## src/rtl/serializer_tx.sv

```systemverilog
// Byte-queue to serial-line transmitter: pops one byte per word and sends it LSB-first with a
// write strobe per bit. Define SERIALIZER_PARITY_EN to append an even-parity bit after bit 7.
module serializer_tx #(
    parameter int HIGH_CYCLES = 10,
    parameter int LOW_CYCLES  = 10,
    parameter int GAP_CYCLES  = 30
) (
    input  logic       clock,
    input  logic       reset,
    input  logic [7:0] data_in,
    input  logic [3:0] len_in,
    output logic       dequeue_out,
    input  logic       status_in,
    output logic       data_out,
    output logic       write_out,
    output logic       busy_out
);

`ifdef SERIALIZER_PARITY_EN
    localparam int         SW       = 8;
    localparam logic [3:0] LAST_IDX = 4'd8;
`else
    localparam int         SW       = 7;
    localparam logic [3:0] LAST_IDX = 4'd7;
`endif

    localparam int M1   = (HIGH_CYCLES > LOW_CYCLES) ? HIGH_CYCLES : LOW_CYCLES;
    localparam int TMAX = (M1 > GAP_CYCLES) ? M1 : GAP_CYCLES;
    localparam int TW   = $clog2(TMAX + 1);

    localparam logic [TW-1:0] HI_LAST  = TW'(HIGH_CYCLES - 1);
    localparam logic [TW-1:0] LO_LAST  = TW'(LOW_CYCLES - 1);
    localparam logic [TW-1:0] GAP_LAST = TW'(GAP_CYCLES - 1);

    typedef enum logic [1:0] {IDLE, BIT_HIGH, BIT_LOW, GAP} state_t;

    state_t        state, state_n;
    logic [TW-1:0] timer, timer_n;
    logic [3:0]    index, index_n;
    // Holds only the bits still to be sent; bit 0 goes out at the next advance.
    logic [SW-1:0] shreg, shreg_n;
    logic          data_n, write_n, deq_n;

    assign busy_out = (state != IDLE);

    always_ff @(posedge clock) begin
        if (reset) begin
            state       <= IDLE;
            timer       <= '0;
            index       <= 4'd0;
            data_out    <= 1'b0;
            write_out   <= 1'b0;
            dequeue_out <= 1'b0;
        end else begin
            state       <= state_n;
            timer       <= timer_n;
            index       <= index_n;
            data_out    <= data_n;
            write_out   <= write_n;
            dequeue_out <= deq_n;
        end
    end

    always_ff @(posedge clock) begin
        shreg <= shreg_n;
    end

    always_comb begin
        state_n = state;
        timer_n = timer;
        index_n = index;
        shreg_n = shreg;
        data_n  = data_out;
        write_n = write_out;
        deq_n   = 1'b0;

        case (state)
            IDLE: begin
                timer_n = '0;
                data_n  = 1'b0;
                write_n = 1'b0;
                if (status_in && (len_in != 4'd0)) begin
                    state_n = BIT_HIGH;
                    index_n = 4'd0;
`ifdef SERIALIZER_PARITY_EN
                    shreg_n = {^data_in, data_in[7:1]};
`else
                    shreg_n = data_in[7:1];
`endif
                    data_n  = data_in[0];
                    write_n = 1'b1;
                    deq_n   = 1'b1;
                end
            end

            BIT_HIGH: begin
                if (timer == HI_LAST) begin
                    timer_n = '0;
                    write_n = 1'b0;
                    state_n = BIT_LOW;
                end else begin
                    timer_n = timer + TW'(1);
                end
            end

            BIT_LOW: begin
                if (timer == LO_LAST) begin
                    timer_n = '0;
                    if (index != LAST_IDX) begin
                        index_n = index + 4'd1;
                        data_n  = shreg[0];
                        shreg_n = shreg >> 1;
                        write_n = 1'b1;
                        state_n = BIT_HIGH;
                    end else begin
                        data_n  = 1'b0;
                        state_n = (GAP_CYCLES == 0) ? IDLE : GAP;
                    end
                end else begin
                    timer_n = timer + TW'(1);
                end
            end

            GAP: begin
                if (timer == GAP_LAST) begin
                    timer_n = '0;
                    state_n = IDLE;
                end else begin
                    timer_n = timer + TW'(1);
                end
            end

            default: begin
                state_n = IDLE;
            end
        endcase
    end

endmodule
```

## config.mk

```make
export PLATFORM = sky130hd
export DESIGN_NAME = serializer_tx
export DESIGN_NICKNAME = d
export VERILOG_FILES = /design/src/rtl/serializer_tx.sv
export SDC_FILE = /design/constraint.sdc
export NUM_CORES = 1
export LEC_CHECK = 0
export BUFFER_PORTS_ARGS = -buffer_cell sky130_fd_sc_hd__buf_2
export CORE_UTILIZATION = 45
export DETAILED_ROUTE_END_ITERATION = 7
export PLACE_DENSITY_LB_ADDON = 0.15
export REMOVE_ABC_BUFFERS = 1
export SLEW_MARGIN = 20
export SYNTH_ARGS = -nofsm -noshare
export SYNTH_HDL_FRONTEND = slang
export SYNTH_SLANG_ARGS = --single-unit
```

## constraint.sdc

```tcl
create_clock -name clock -period 2.2 [get_ports clock]
set_input_delay 0.22 -clock clock [delete_from_list [all_inputs] [get_ports clock]]
set_output_delay 0.22 -clock clock [all_outputs]
set_load 0.1 [all_outputs]
```

== After elaboration in Yosys (flattened, before gate mapping) ==
Index checks and enable logic that the tools add are counted.

* Flip-flop bits (word level): 21
* Bits of input ports: 15
* Output and inout bits: 4
* Word-level logic and storage cells: 59

* Add/sub/neg operators: 2
* Equality and inequality tests: 11
* Multiplexer cells: 26
* Bitwise operators: 1
* Reduce and logical (&&, ||, !) cells: 12

{| class="wikitable"
|+ Operator list
! kind !! count
|-
| 2-to-1 mux 7 bit || 3
|-
| case mux 5 bit (3 select lines) || 1
|-
| case mux 7 bit (2 select lines) || 1
|-
| 2-to-1 mux 4 bit || 3
|-
| AND reduction 4 bit || 3
|-
| 2-to-1 mux 2 bit || 5
|-
| 2-to-1 mux 5 bit || 2
|-
| != test 2 bit, second input constant || 5
|-
| case mux 2 bit (4 select lines) || 1
|-
| case mux 4 bit (2 select lines) || 1
|-
| 2-to-1 mux 1 bit || 7
|-
| adder 5 x 1 -> 5 bit, second input constant || 1
|-
| equality test 5 x 4 -> 1 bit, second input constant || 1
|-
| equality test 5 bit, second input constant || 1
|-
| adder 4 x 1 -> 4 bit, second input constant || 1
|-
| equality test 2 bit, second input constant || 2
|-
| != test 4 x 3 -> 1 bit, second input constant || 1
|-
| nonzero test 2 bit || 2
|-
| nonzero test 4 bit || 1
|-
| OR reduction 2 bit || 2
|-
| case mux 1 bit (3 select lines) || 1
|-
| nonzero test 3 bit || 1
|-
| equality test 2 x 1 -> 1 bit, second input constant || 1
|-
| zero test 2 bit || 1
|-
| other kinds (4) || 4
|}

== Logic depth before layout (Yosys ltp) ==
Gate-level depths: netlist of run 1.

* Depth after elaboration: 4
* Mapped depth: 7
* Gate-level depth less buffers: 6

== Worst setup path after synthesis of run 1 ==
Ideal clock, no wire load.

* Kind: reg2reg
* Start point: reg state[1]
* End point: reg shreg[0] (enable)
* Setup time: 0.373 ns
* Arrival: 1.421 ns
* Required time: 1.827 ns
* Path slack: 0.406 ns
* Stages on the path, launching flop included: 7
* Buffers on the path: 1
* Clock period less this slack: 1.794 ns
* Cells stage by stage: dfxtp_1 inv_1 ha_1 clkbuf_1 nor2_1 a21o_1 a21oi_1

* Word-level cells in the longest chain between the ends: 3

{| class="wikitable"
|+ Ends and longest elaborated chain
! element !! line !! source
|-
| start, declared || 37 || <nowiki>state_t state, state_n;</nowiki>
|-
| start signal, assigned || 55 || <nowiki>state <= state_n;</nowiki>
|-
| equality test 2 bit or zero test 2 bit (tied branches) || 77 || <nowiki>case (state)</nowiki>
|-
| != test 2 bit (no source line) or nonzero test 2 bit (tied branches) || -- ||
|-
| AND reduction 4 bit (no source line) * || -- ||
|-
| end signal, assigned || 65 || <nowiki>shreg <= shreg_n;</nowiki>
|-
| end, declared || 41 || <nowiki>logic [SW-1:0] shreg, shreg_n;</nowiki>
|}

Every way passes the cells marked *; elsewhere a longest branch is shown, timed or not.
A chain may end at the register's enable or synchronous reset.

== Worst setup path after layout of run 1 ==
* Start point: reg state[0]
* End point: out busy_out

* Word-level cells in the longest chain between the ends: 1

{| class="wikitable"
|+ Ends and longest elaborated chain
! element !! line !! source
|-
| nonzero test 2 bit || 44 || <nowiki>assign busy_out = (state != IDLE);</nowiki>
|-
| end, declared || 16 || <nowiki>output logic busy_out</nowiki>
|}

No other way between the ends.

==> flow_summary.ini, run 1 <==
[finish]
areaGrowthSynthToFinish_pct = 13.1
layout-drive-gt1-share = 0.254
post-route-util = 0.553
n_antenna_cell = 0
finalNetCount = 149

[synth]
synthCells = 106
synth.avg_cell_area_um2 = 10.4
synthArstFlopShare = 0
ys_seq_area_frac = 0.445
yosys_warnings = 0
synth-edff-count = 7
yosys_most_used_dff = dfxtp_1
ys_seq_elements = 21
yosysUniqueCellTypes = 36
synth_area_um2 = 1100

[setup_path]
path_cells = inv_1 -> ha_1 -> inv_1 -> buf_2
reg2reg_depth = 6
startpoint_type = flop
crit_fanout = 8
end_kind = primary output
crit_type = flop to primary output
reg2reg_to = state[0]
cpPeakStageDelay_ps = 420
cpMostUsedCell = inv_1
timing.rr.start = state[0]
cp-startpoint = state[0]
arrival_ps = 1630
rrSetupSlack_ps = 380
crit_required_ps = 1980
critPathSlowestCell = buf_2

[clock_tree]
root_buffer = clkbuf_4
cts_setup_buffers = 0
cts_buffer_depth = 2
h-tree-depth = 1
post_cts_resized = 0
cts_tree = built
cts_hold_buf = 0
insertion_delay_ps = 300
clk_pin_slew_ps = 120
numClockSinks = 21
numCtsBuffers = 3

[routing]
drtIter0Drc = 20
dr_total_vias = 828
wl_per_cell_um = 12.4
dr.pass1.iters = 4
finalWirelength_um = 1900
antenna_left = 0
drc_errors = 0
vias_per_cell = 5.38

[hold_path]
hp-class = input pin to flop
min-delay-start = status_in
whs_path_depth = 3
hold_path_end = dequeue_out

[floorplan]
die_x_um = 51.5
start_util = 0.489
dieArea_um2 = 2650
num_rows = 17
core_area_um2 = 2250
io_pins = 19
die_y_um = 51.5

[power_and_ir_drop]
p_leak_uw = 0.000519
finalPower_uw = 1420
irDropWorstVdd_uv = 847
p_per_area_nw_per_um2 = 1140

[timing]
fin_skew_ps = 7.68
slew_viol_final = 0
fmax_mhz = 539
finalSetupViolations = 0
post-route-period-util = 0.843
rsz0062_at_grt = no
worstMarginPinSlew_ps = 541
hold_violations = 0
slew_headroom = 0.639
totalNegativeSetupSlack_ps = 0
period_needed_ps = 1850

[grt]
grt_usage = 0.172
grt_start_max_net_pins = 18
gr-total-overflow = 0
grt_pass1_vias = 772
grt_pass1_wl_um = 3320
antenna_found_initial = 0

[placed_design]
portBuffers = 18
dp_hpwl_um = 1420
gp_congestion = 0.795

[outcome]
status = complete, no violations

[job]
drv_cap = 0
how the worst max path moves through the flow:
| stage | end | slack, ps | depth (start not counted) |
|---|---|---|---|
| finish | busy_out | 350 | 4 |
| global route | state[0] | 170 | 6 |
| CTS | busy_out | 340 | 4 |
| detailed placement | state[0] | 410 | 6 |
| global placement | state[0] | 510 | 6 |
| floorplan | shreg[0] | 270 | 5 |
flip-flops by register name (all words and copies together) (netlist names):
| name | cells |
|---|---|
| timer | 5 |
| dequeue_out | 1 |
| data_out | 1 |
| write_out | 1 |
| state | 2 |
| index | 4 |
| shreg | 7 |
stage by stage:
stage	cells	hold WS, ps	setup WS (ps)	instance area [µm²]
after global placement	150	445	510	1220
after global routing	154	200	174	1250
final	154	194	346	1250
after floorplan	102	289	266	1080
after detailed placement	150	454	413	1220
after CTS	154	179	338	1250
cells by family (layout without fill, tap and decap cells):
| kind of cell | after synthesis | in the layout | synth area share |
|---|---|---|---|
| AO/OA/AOI/OAI | 24 | 24 | 0.170 |
| XOR/XNOR | 3 | 3 | 0.0238 |
| adder cells (fa/ha/maj) | 7 | 7 | 0.0795 |
| buffers and inverters | 11 | 31 | 0.0443 |
| flip-flops | 21 | 21 | 0.445 |
| multiplexers | 8 | 8 | 0.0806 |
| AND/OR/NAND/NOR | 32 | 32 | 0.157 |
cell usage in the layout (no fill, tap or decap), types with 2 or more instances in the layout:
| cell | instances |
|---|---|
| nand3_1 | 4 |
| edfxtp_1 | 7 |
| buf_4 | 2 |
| a21o_1 | 4 |
| xor2_1 | 2 |
| nand2_1 | 7 |
| a21oi_1 | 4 |
| inv_1 | 7 |
| and3b_1 | 2 |
| mux2_2 | 7 |
| a211oi_1 | 4 |
| ha_1 | 7 |
| dfxtp_1 | 14 |
| clkbuf_4 | 3 |
| o21ai_0 | 4 |
| buf_2 | 18 |
| nor2_1 | 9 |
| nor2b_1 | 2 |
power breakdown:
| group | switching, µW | total [µW] | internal, µW |
|---|---|---|---|
| Clock | 112 | 182 | 70.6 |
| Combinational | 466 | 670 | 204 |
| Sequential | 41.4 | 569 | 528 |
cells in the mapped netlist, drive strengths merged, types with 2 or more instances:
library cell / n / area [µm²]
edfxtp: 7 / 210
a21oi: 4 / 20.0
buf: 2 / 15.0
a211oi: 4 / 30.0
ha: 7 / 87.6
nand2: 7 / 26.3
and3b: 2 / 17.5
inv: 7 / 26.3
nand3: 4 / 20.0
mux2: 7 / 78.8
nor2b: 2 / 12.5
nor2: 9 / 33.8
clkbuf: 2 / 7.51
a21o: 4 / 30.0
dfxtp: 14 / 280
xor2: 2 / 17.5
o21ai: 4 / 20.0
layer usage:
metal / share of wire / routed length, µm / vias up / global-route usage
met2: 0.44 / 833 / 19 / 0.260
li1: - / - / 426 / -
met1: 0.50 / 961 / 381 / 0.224
met5: 0 / 0 / - / 0
met4: 0.0084 / 16 / 0 / 0.0901
met3: 0.049 / 93 / 2 / 0.0439
worst max-delay path, delay by kind of cell (launching register included):
family	cells	cell delay [ps]
fa+ha+maj	1	300
buf+inv	3	620
flops	1	410
final cells by class:
class | count | area, µm²
clock buffers | 4 | 26.3
fillers | 210 | 1010
inverters | 7 | 26.3
multi-input cells | 74 | 563
flip-flops and latches | 21 | 490
well taps | 28 | 35.0
repair buffers | 20 | 105
Note: power is estimated with default switching activity, not from simulation.
==> run 2, diff against run 1 <==
clock period = 1.83 ns   (was 2.2 ns; I/O delays follow)
==> flow_summary.ini, run 2 (synthesis results as in run 1) <==
[timing]
slew_viol_final = 0
period_needed_ps = 1660
rsz0062_at_grt = no
worstMarginPinSlew_ps = 484
fin_skew_ps = 2.10
slew_headroom = 0.680
hold_violations = 0
post-route-period-util = 0.909
totalNegativeSetupSlack_ps = 0
fmax_mhz = 601
finalSetupViolations = 0

[routing]
drc_errors = 0
finalWirelength_um = 1960
antenna_left = 0
dr.pass1.iters = 4
vias_per_cell = 5.49
dr_total_vias = 857
wl_per_cell_um = 12.6
drtIter0Drc = 21

[setup_path]
arrival_ps = 1480
crit_required_ps = 1650
crit_type = flop to primary output
end_kind = primary output
crit_fanout = 8
startpoint_type = flop

[finish]
multi_input_area_um2 = 563
top_regs = shreg x7, timer x5, index x4
top_register = shreg
largest_reg_flops = 7
fill_cells = 215
n_antenna_cell = 0
regArea_um2 = 492
areaGrowthSynthToFinish_pct = 14.8
final_area_um2 = 1260
finalNetCount = 151
mostFrequentLayoutCell = buf_2
layout-drive-gt1-share = 0.273
layout_common_cells = buf_2 (17), dfxtp_1 (13), nor2_1 (9)

[clock_tree]
cts_tree = built
numClockSinks = 21
numCtsBuffers = 3
root_buffer = clkbuf_4
insertion_delay_ps = 300
cts_buffer_depth = 2
cts_hold_buf = 0
clk_pin_slew_ps = 110
h-tree-depth = 1

[placed_design]
gp_congestion = 0.813
portBuffers = 18
dp_hpwl_um = 1500
placed_cell_area_um2 = 1230

[grt]
grt_usage = 0.175
grt_pass1_vias = 776
grt_start_max_net_pins = 12
antenna_found_initial = 0
grt_pass1_wl_um = 3350
gr-total-overflow = 0

[floorplan]
io_pins = 19
num_rows = 17
die_x_um = 51.5
dieArea_um2 = 2650
core_area_um2 = 2250
die_y_um = 51.5
start_util = 0.489

[power_and_ir_drop]
p_per_area_nw_per_um2 = 1380
irDropWorstVdd_uv = 981
p_leak_uw = 0.000530

[outcome]
status = complete, no violations

[job]
drv_cap = 0

[hold_path]
hp-class = input pin to flop
[run 2: cell types whose count changed in the layout (fill, tap and decap cells not counted), sizes merged]
| cell | before | now |
|---|---|---|
| buf | 20 | 21 |
| clkbuf | 4 | 5 |
[run 2: what timing repair did]
action | in CTS | in global routing
resized for setup | 0 | 2
endpoints found under the setup margin | 1 | 2
pin swaps | 1 | 0
buffers inserted | 1 | 0
[run 2: per-layer routing]
metal  track usage  wire length, µm
met2         0.281              902
met5             0                0
met4        0.0811               36
met1         0.222              937
met3        0.0380               83
[run 2: final cells by class]
cell class / count / share of cell area
clock buffer: 4 / 0.0208
inverter: 7 / 0.0208
multi-input combinational: 74 / 0.445
sequential: 21 / 0.389
tap: 28 / 0.0277
timing repair buffer: 22 / 0.0969
[run 2: final timing paths]
check / endpoint / cells after the start / slack, ps / startpoint
setup / recovery: busy_out / 4 / 170 / state[1]
hold / removal: dequeue_out / 3 / 160 / status_in
setup reg to reg: state[0] / 7 / 170 / state[0]
hold reg to reg: write_out / 2 / 470 / write_out
[run 2: stage by stage]
step / instances / total power [µW] / worst slack (ps) / hold slack (ps) / utilization
final: 156 / 1750 / 167 / 159 / 0.561
after CTS: 156 / 1750 / 12.7 / 149 / 0.559
after floorplan: 102 / 1330 / -104 / 252 / -
after detailed placement: 151 / 1510 / 8.02 / 451 / 0.544
after global routing: 156 / 1870 / 19.7 / 169 / 0.561
after global placement: 151 / 1490 / 112 / 443 / 0.544
[run 2: where the power goes]
part	switching, µW	total, µW	internal, µW
clock network	132	217	85.0
registers	49.3	686	637
logic	568	844	276
total	749	1750	998
[run 2: worst max-delay path, stage by stage (launching register included)]
cell,delay [ps]
dfxtp_1,370
inv_1,90
ha_1,270
inv_1,110
clkbuf_4,330
==> run 3, diff against run 2 <==
CORE_ASPECT_RATIO = 1.5   (was unset)
CORE_MARGIN = 5   (was unset)
CTS_BUF_LIST = sky130_fd_sc_hd__clkbuf_4 sky130_fd_sc_hd__clkbuf_8 sky130_fd_sc_hd__clkbuf_16   (was unset)
==> flow_summary.ini, run 3 (synthesis results as in run 1) <==
[setup_path]
end_kind = flop
crit_required_ps = 2020
crit_type = flop to flop
startpoint_type = flop
arrival_ps = 1890
crit_fanout = 5

[timing]
totalNegativeSetupSlack_ps = 0
slew_headroom = 0.646
post-route-period-util = 0.930
period_needed_ps = 1700
setup_slack_ps = 129
finalSetupViolations = 0
hold_violations = 0
slew_viol_final = 0
fmax_mhz = 588
fin_skew_ps = 10.6
worstMarginPinSlew_ps = 531
rsz0062_at_grt = no

[floorplan]
io_pins = 19
die_y_um = 70.6
core_area_um2 = 2390
dieArea_um2 = 3560
num_rows = 22
die_x_um = 50.4
start_util = 0.460

[power_and_ir_drop]
comb_power_share = 0.479
power.switching_uw = 780
p_per_area_nw_per_um2 = 1400
finalPower_uw = 1810
irDropWorstVdd_uv = 665
p_leak_uw = 0.000534
p_sw_frac = 0.431
intPower_uw = 1030
pwr-share-clk = 0.134
p_seq_frac = 0.387

[grt]
grt_usage = 0.123
grt_pass1_vias = 832
grt_start_max_net_pins = 15
gr-total-overflow = 0
antenna_found_initial = 0
grt_pass1_wl_um = 3440

[finish]
final_area_um2 = 1290
layout-drive-gt1-share = 0.336
fill_cells = 224
post-route-util = 0.539
largest_reg_flops = 7
finalNetCount = 151
areaGrowthSynthToFinish_pct = 17.1
top_register = shreg
top_regs = shreg x7, timer x5, index x4
layout_common_cells = buf_2 (17), dfxtp_1 (11), nor2_1 (9)
n_antenna_cell = 0
mostFrequentLayoutCell = buf_2

[routing]
drtIter0Drc = 24
dr.pass1.iters = 4
antenna_left = 0
vias_per_cell = 5.49
dr_total_vias = 835
wl_per_cell_um = 13.4
finalWirelength_um = 2040
drc_errors = 0

[clock_tree]
numCtsBuffers = 3
root_buffer = clkbuf_4
cts_buffer_depth = 2
cts_tree = built
numClockSinks = 21
insertion_delay_ps = 300
clk_pin_slew_ps = 120
h-tree-depth = 1

[job]
drv_cap = 0

[placed_design]
placed_cell_area_um2 = 1220
dp_hpwl_um = 1570
gp_congestion = 0.720
place_ws_ps = 18.2
portBuffers = 18

[outcome]
status = complete, no violations

[hold_path]
hp-class = input pin to flop
run 3: changes by cell type in the layout (fill, tap and decap cells not counted), moves of 2 or more:
cell and delta:
dfxtp_1 -2, dfxtp_4 +2, ha_1 -2, inv_1 -2, inv_2 +2
run 3: area by class of cell:
cell class / count / area, µm² / share of cell area
clock buffers: 4 / 30.0 / 0.0233
inverters: 7 / 26.3 / 0.0203
multi-input cells: 74 / 583 / 0.452
flip-flops and latches: 21 / 499 / 0.387
well taps: 24 / 30.0 / 0.0233
repair buffers: 22 / 123 / 0.0950
run 3: stage by stage:
step,instances,hold slack [ps]
3_3_place_gp,147,445
2_1_floorplan,102,252
5_1_grt,152,155
3_5_place_dp,147,451
4_1_cts,151,152
6_report,152,160
run 3: worst paths after layout:
check,startpoint,to,slack (ps),depth (start not counted)
min,data_in[7],shreg[6],160,2
max,state[0],state[0],130,6
max reg2reg,state[0],state[0],130,6
min reg2reg,timer[0],timer[0],450,1
run 3: power groups by stage:
stage	Sequential [µW]	Clock (µW)	Combinational [µW]
floorplan	850	0	480
global placement	690	0	808
detailed placement	698	0	821
CTS	688	254	832
global route	714	277	940
finish	701	242	866
run 3: per-layer routing:
| layer | track usage | routed length, µm | share of wire |
|---|---|---|---|
| met5 | 0 | 0 | 0 |
| met4 | 0.0767 | 42 | 0.021 |
| met3 | 0.0337 | 103 | 0.051 |
| met1 | 0.139 | 840 | 0.41 |
| met2 | 0.200 | 1050 | 0.52 |
run 3: worst max-delay path, stage by stage (launching register included):
cell and delay, ps:
dfxtp_4 390, inv_2 60, ha_4 160, or2_0 210, a222oi_1 510, buf_4 210
a211oi_2 50
run 3: repair_timing:
item | in CTS | in global routing
setup buffers | 0 | 1
hold buffers | 0 | 0
setup endpoints to repair | 2 | 2
cloned | 0 | 0
gates resized for setup | 1 | 11
pin swaps | 1 | 4
